## src/rtl/song_sequencer.sv

```systemverilog
// Playlist controller: sequences start / pause / skip / auto-advance with a silent gap between songs.
// Latency: outputs are Moore-decoded from registered state; play button to reader_reset 1 cycle, to play 2 cycles.
// Backpressure: none; button pulses are consumed on the edge they arrive, ignored where they have no meaning.
// Optional feature: define SONG_SEQ_REPEAT_EN to loop the playlist instead of stopping after the last song.
module song_sequencer #(
  parameter int NUM_SONGS  = 4,
  parameter int SONG_W     = 2,
  parameter int GAP_CYCLES = 16
) (
  input  logic              clk,
  input  logic              reset_n,
  input  logic              play_button,
  input  logic              next_button,
  input  logic              song_done,
  output logic              play,
  output logic [SONG_W-1:0] song,
  output logic              reader_reset,
  output logic              player_enable,
  output logic              playing
);

  localparam int CNT_W = $clog2(GAP_CYCLES + 1);
  localparam logic [SONG_W-1:0] LAST_SONG = SONG_W'(NUM_SONGS - 1);
  localparam logic [CNT_W-1:0]  GAP_LOAD  = CNT_W'(GAP_CYCLES - 1);

  typedef enum logic [2:0] {
    ST_STOPPED = 3'd0,
    ST_START   = 3'd1,
    ST_PLAYING = 3'd2,
    ST_PAUSED  = 3'd3,
    ST_GAP     = 3'd4
  } state_t;

  state_t            state_q, state_d;
  logic [SONG_W-1:0] song_q, song_d;
  logic [CNT_W-1:0]  gap_cnt_q, gap_cnt_d;
  logic              advance;

  // State, song index and gap counter registers
  always_ff @(posedge clk or negedge reset_n) begin
    if (!reset_n) begin
      state_q   <= ST_STOPPED;
      song_q    <= '0;
      gap_cnt_q <= '0;
    end else begin
      state_q   <= state_d;
      song_q    <= song_d;
      gap_cnt_q <= gap_cnt_d;
    end
  end

  // Next state: button/done decoding, then the shared advance action overrides the target
  always_comb begin
    state_d   = state_q;
    song_d    = song_q;
    gap_cnt_d = gap_cnt_q;
    advance   = 1'b0;

    case (state_q)
      ST_STOPPED: begin
        if (play_button) state_d = ST_START;
      end
      ST_START: begin
        state_d = ST_PLAYING;
      end
      ST_PLAYING: begin
        // next wins over done so a simultaneous pair advances once with no gap
        if (next_button) begin
          advance = 1'b1;
        end else if (song_done) begin
          state_d   = ST_GAP;
          gap_cnt_d = GAP_LOAD;
        end else if (play_button) begin
          state_d = ST_PAUSED;
        end
      end
      ST_PAUSED: begin
        if (next_button) begin
          advance = 1'b1;
        end else if (play_button) begin
          state_d = ST_PLAYING;
        end
      end
      ST_GAP: begin
        if (next_button || (gap_cnt_q == '0)) begin
          advance = 1'b1;
        end else begin
          gap_cnt_d = gap_cnt_q - CNT_W'(1);
        end
      end
      default: begin
        state_d = ST_STOPPED;
        song_d  = '0;
      end
    endcase

    if (advance) begin
      gap_cnt_d = '0;
      if (song_q >= LAST_SONG) begin
        song_d = '0;
`ifdef SONG_SEQ_REPEAT_EN
        state_d = ST_START;
`else
        state_d = ST_STOPPED;
`endif
      end else begin
        song_d  = song_q + SONG_W'(1);
        state_d = ST_START;
      end
    end
  end

  // Moore output decode from registered state
  always_comb begin
    play          = 1'b0;
    reader_reset  = 1'b0;
    player_enable = 1'b0;
    playing       = 1'b0;
    case (state_q)
      ST_START:   reader_reset = 1'b1;
      ST_PLAYING: begin
        play          = 1'b1;
        player_enable = 1'b1;
        playing       = 1'b1;
      end
      ST_PAUSED:  play = 1'b1;
      default:    ;
    endcase
  end

  assign song = song_q;

endmodule

```

## config.mk

```make
export PLATFORM = sky130hd
export DESIGN_NAME = song_sequencer
export DESIGN_NICKNAME = d
export VERILOG_FILES = /design/src/rtl/song_sequencer.sv
export SDC_FILE = /design/constraint.sdc
export NUM_CORES = 1
export LEC_CHECK = 0
export CAP_MARGIN = 20
export CORE_MARGIN = 1
export CORE_UTILIZATION = 45
export DETAILED_ROUTE_END_ITERATION = 12
export PLACE_DENSITY = 0.69
export SYNTH_ARGS = -nofsm -noshare
export SYNTH_HDL_FRONTEND = slang
export SYNTH_SLANG_ARGS = --single-unit
```

## constraint.sdc

```tcl
create_clock -name clk -period 3.91 [get_ports clk]
set_input_delay 0.5865 -clock clk [delete_from_list [all_inputs] [get_ports clk]]
set_output_delay 0.5865 -clock clk [all_outputs]
set_load 0.01 [all_outputs]
```

==> results.json <==
{
  "wirelength_met1_um": 667,
  "clockBufferDepth": 2,
  "setup_ws_ns": 1.44,
  "power.internal_mw": 0.370,
  "drv_cap": 0,
  "synth_edf_count": 0,
  "max_freq_mhz": 404,
  "yosys.area.top_type": "dfrtp_1",
  "grt_pass1_vias": 390,
  "outcome": "completed",
  "antenna_found_initial": 0,
  "worstSetupPathType": "register to output port",
  "cts.sink_count": 10,
  "worst_slew_pin_slew_ns": 0.606,
  "cts_tree": "built",
  "grtUsageTotal": 0.180,
  "stdcell_count": 93,
  "fin_crit_sh": 0.632,
  "cp.arrival_ns": 1.89,
  "setup_tns_ns": 0,
  "p_per_area_nw_per_um2": 806,
  "ys_ff_latch": 10,
  "finalSetupViolCount": 0,
  "io_pins": 11,
  "grt_pass1_wl_mm": 1.86,
  "endpoint_kind": "output port",
  "yosysTopAreaCellShare": 0.370,
  "p_sw_frac": 0.416,
  "dieHeight_um": 40.8,
  "period_needed_ns": 2.47,
  "drc": 0,
  "p_sw_mw": 0.264,
  "dr_wl_met3_um": 25,
  "start_kind": "register",
  "syn_nets": 78,
  "netlist_instances": 70,
  "clkTransAtPathRegs_ns": 0.08,
  "die_area_um2": 1660,
  "p_clk_frac": 0.154,
  "ctsResizeCount": 0,
  "cp.buffers_inverters": 1,
  "p_seq_frac": 0.363,
  "slew_violations": 0,
  "placed_cell_area_um2": 749,
  "cts-root-buf": "clkbuf_4",
  "total_leakage_power_nw": 0.305,
  "row_count": 13,
  "io_buffers": 10,
  "synthTopCellsByArea": "dfrtp_1, a211oi_1, ha_1",
  "final_cell_mix": "dfrtp_1, clkdlybuf4s50_1, nand2_1",
  "total_power_mw": 0.634,
  "path_max_fanout": 14,
  "wl_met2_um": 586,
  "design_area_um2": 786,
  "utilization": 0.582,
  "grt-ovfl-total": 0,
  "cts_made_buffers": 3,
  "clk_latency_ns": 0.27,
  "crit_chain": "nor3b_1, clkdlybuf4s50_1",
  "cp_top_family": "buffers and inverters",
  "async_reset_ff_frac": 1.00,
  "synth_top_flop_cell": "dfrtp_1",
  "start_util": 0.500,
  "yosys_warnings": 0,
  "top_layer": "met4",
  "dp.cells": 89,
  "synth_cell_type_count": 30,
  "slowest_delay_ns": 0.62,
  "wl_mm": 1.29,
  "critPathRequiredTime_ns": 3.32,
  "rsz0062_at_grt": "no",
  "routed_via_density": 5.57,
  "drive_gt1_frac": 0.115,
  "hold_viol": 0,
  "postCtsHoldBufs": 0,
  "n_antenna_cell": 0,
  "gp_congestion": 0.771,
  "post_cts_buffers": 0,
  "core_um2": 1350,
  "netlist_area_um2": 676,
  "power.share.combinational": 0.484,
  "drtIter0Drc": 14,
  "dpl_worst_slack_ns": 1.74,
  "firstDrtPassIters": 3,
  "grt_max_degree": 15,
  "fin_worst_skew_ns": 0.00385,
  "slowest_stage": "clkdlybuf4s50_1",
  "hold_path.class": "register to register",
  "wire_per_inst_um": 13.9,
  "via_count": 518,
  "die_x_um": 40.8,
  "synth-seq-area-share": 0.370,
  "fin_hold_ws_ns": 0.507,
  "synth_area_per_cell_um2": 9.65,
  "peakVddDrop_mv": 0.348,
  "area_delta_synth_final_pct": 16.3,
  "htree_levels": 1,
  "max_slew_margin": 0.595,
  "dp_hpwl_um": 958,
  "final_nets": 87,
  "ant_nets": 0
}
## power groups by stage
stage          sequential [mW]  combinational [mW]  clock, mW
2_1_floorplan            0.193               0.260          0
3_3_place_gp             0.229               0.303          0
3_5_place_dp             0.231               0.307          0
4_1_cts                  0.228               0.311     0.0996
5_1_grt                  0.238               0.338      0.105
6_report                 0.230               0.307     0.0974
## state kept, by name, summed over array words and instances (netlist names)
signal     cells
song           2
state_q        3
gap_cnt_q      5
## metal layers
metal  vias to the layer above  track usage
li1                        270            -
met1                       242        0.253
met2                         4        0.258
met3                         2       0.0489
met4                         0       0.0750
met5                         -            0
## worst paths after layout
| kind | start | endpoint | slack [ns] | depth (start not counted) |
|---|---|---|---|---|
| max | state_q[1]$_DFFE_PN0P_ | playing | 1.44 | 2 |
| min | gap_cnt_q[4]$_DFFE_PN0P_ | gap_cnt_q[4]$_DFFE_PN0P_ | 0.51 | 1 |
| max reg2reg | state_q[1]$_DFFE_PN0P_ | state_q[0]$_DFFE_PN0P_ | 2.12 | 4 |
| min reg2reg | gap_cnt_q[4]$_DFFE_PN0P_ | gap_cnt_q[4]$_DFFE_PN0P_ | 0.51 | 1 |
| max in group asynchronous | reset_n | state_q[2]$_DFFE_PN0P_ | 2.96 | 1 |
| min in group asynchronous | reset_n | gap_cnt_q[4]$_DFFE_PN0P_ | 0.63 | 1 |
## synthesized netlist by cell type, types with 2 or more instances
cell type and n:
dfrtp_1 10, nand2_1 7, a21oi_1 6, a211oi_1 5
inv_1 4, o21ai_0 4, ha_1 3, nor3b_1 3
buf_4 2, buf_6 2, clkbuf_1 2, nor2_1 2
nor2b_1 2, o32ai_1 2
## kinds of logic (layout without fill, tap and decap cells)
group | after synthesis | count (layout) | share of synthesized area
AO/OA/AOI/OAI | 22 | 22 | 0.239
XOR/XNOR | 1 | 1 | 0.0130
adder cells (fa/ha/maj) | 3 | 3 | 0.0556
buffers and inverters | 10 | 18 | 0.0889
flip-flops | 10 | 10 | 0.370
multiplexers | 1 | 1 | 0.0148
AND/OR/NAND/NOR | 23 | 23 | 0.219
## cell type report
type / instances / area, µm²
clock buffer: 4 / 36.3
tap: 15 / 18.8
inverter: 4 / 15.0
multi-input combinational: 50 / 365
fill: 121 / 564
sequential: 10 / 250
timing repair buffer: 10 / 100
No activity file was read; power rests on OpenSTA's default activity.
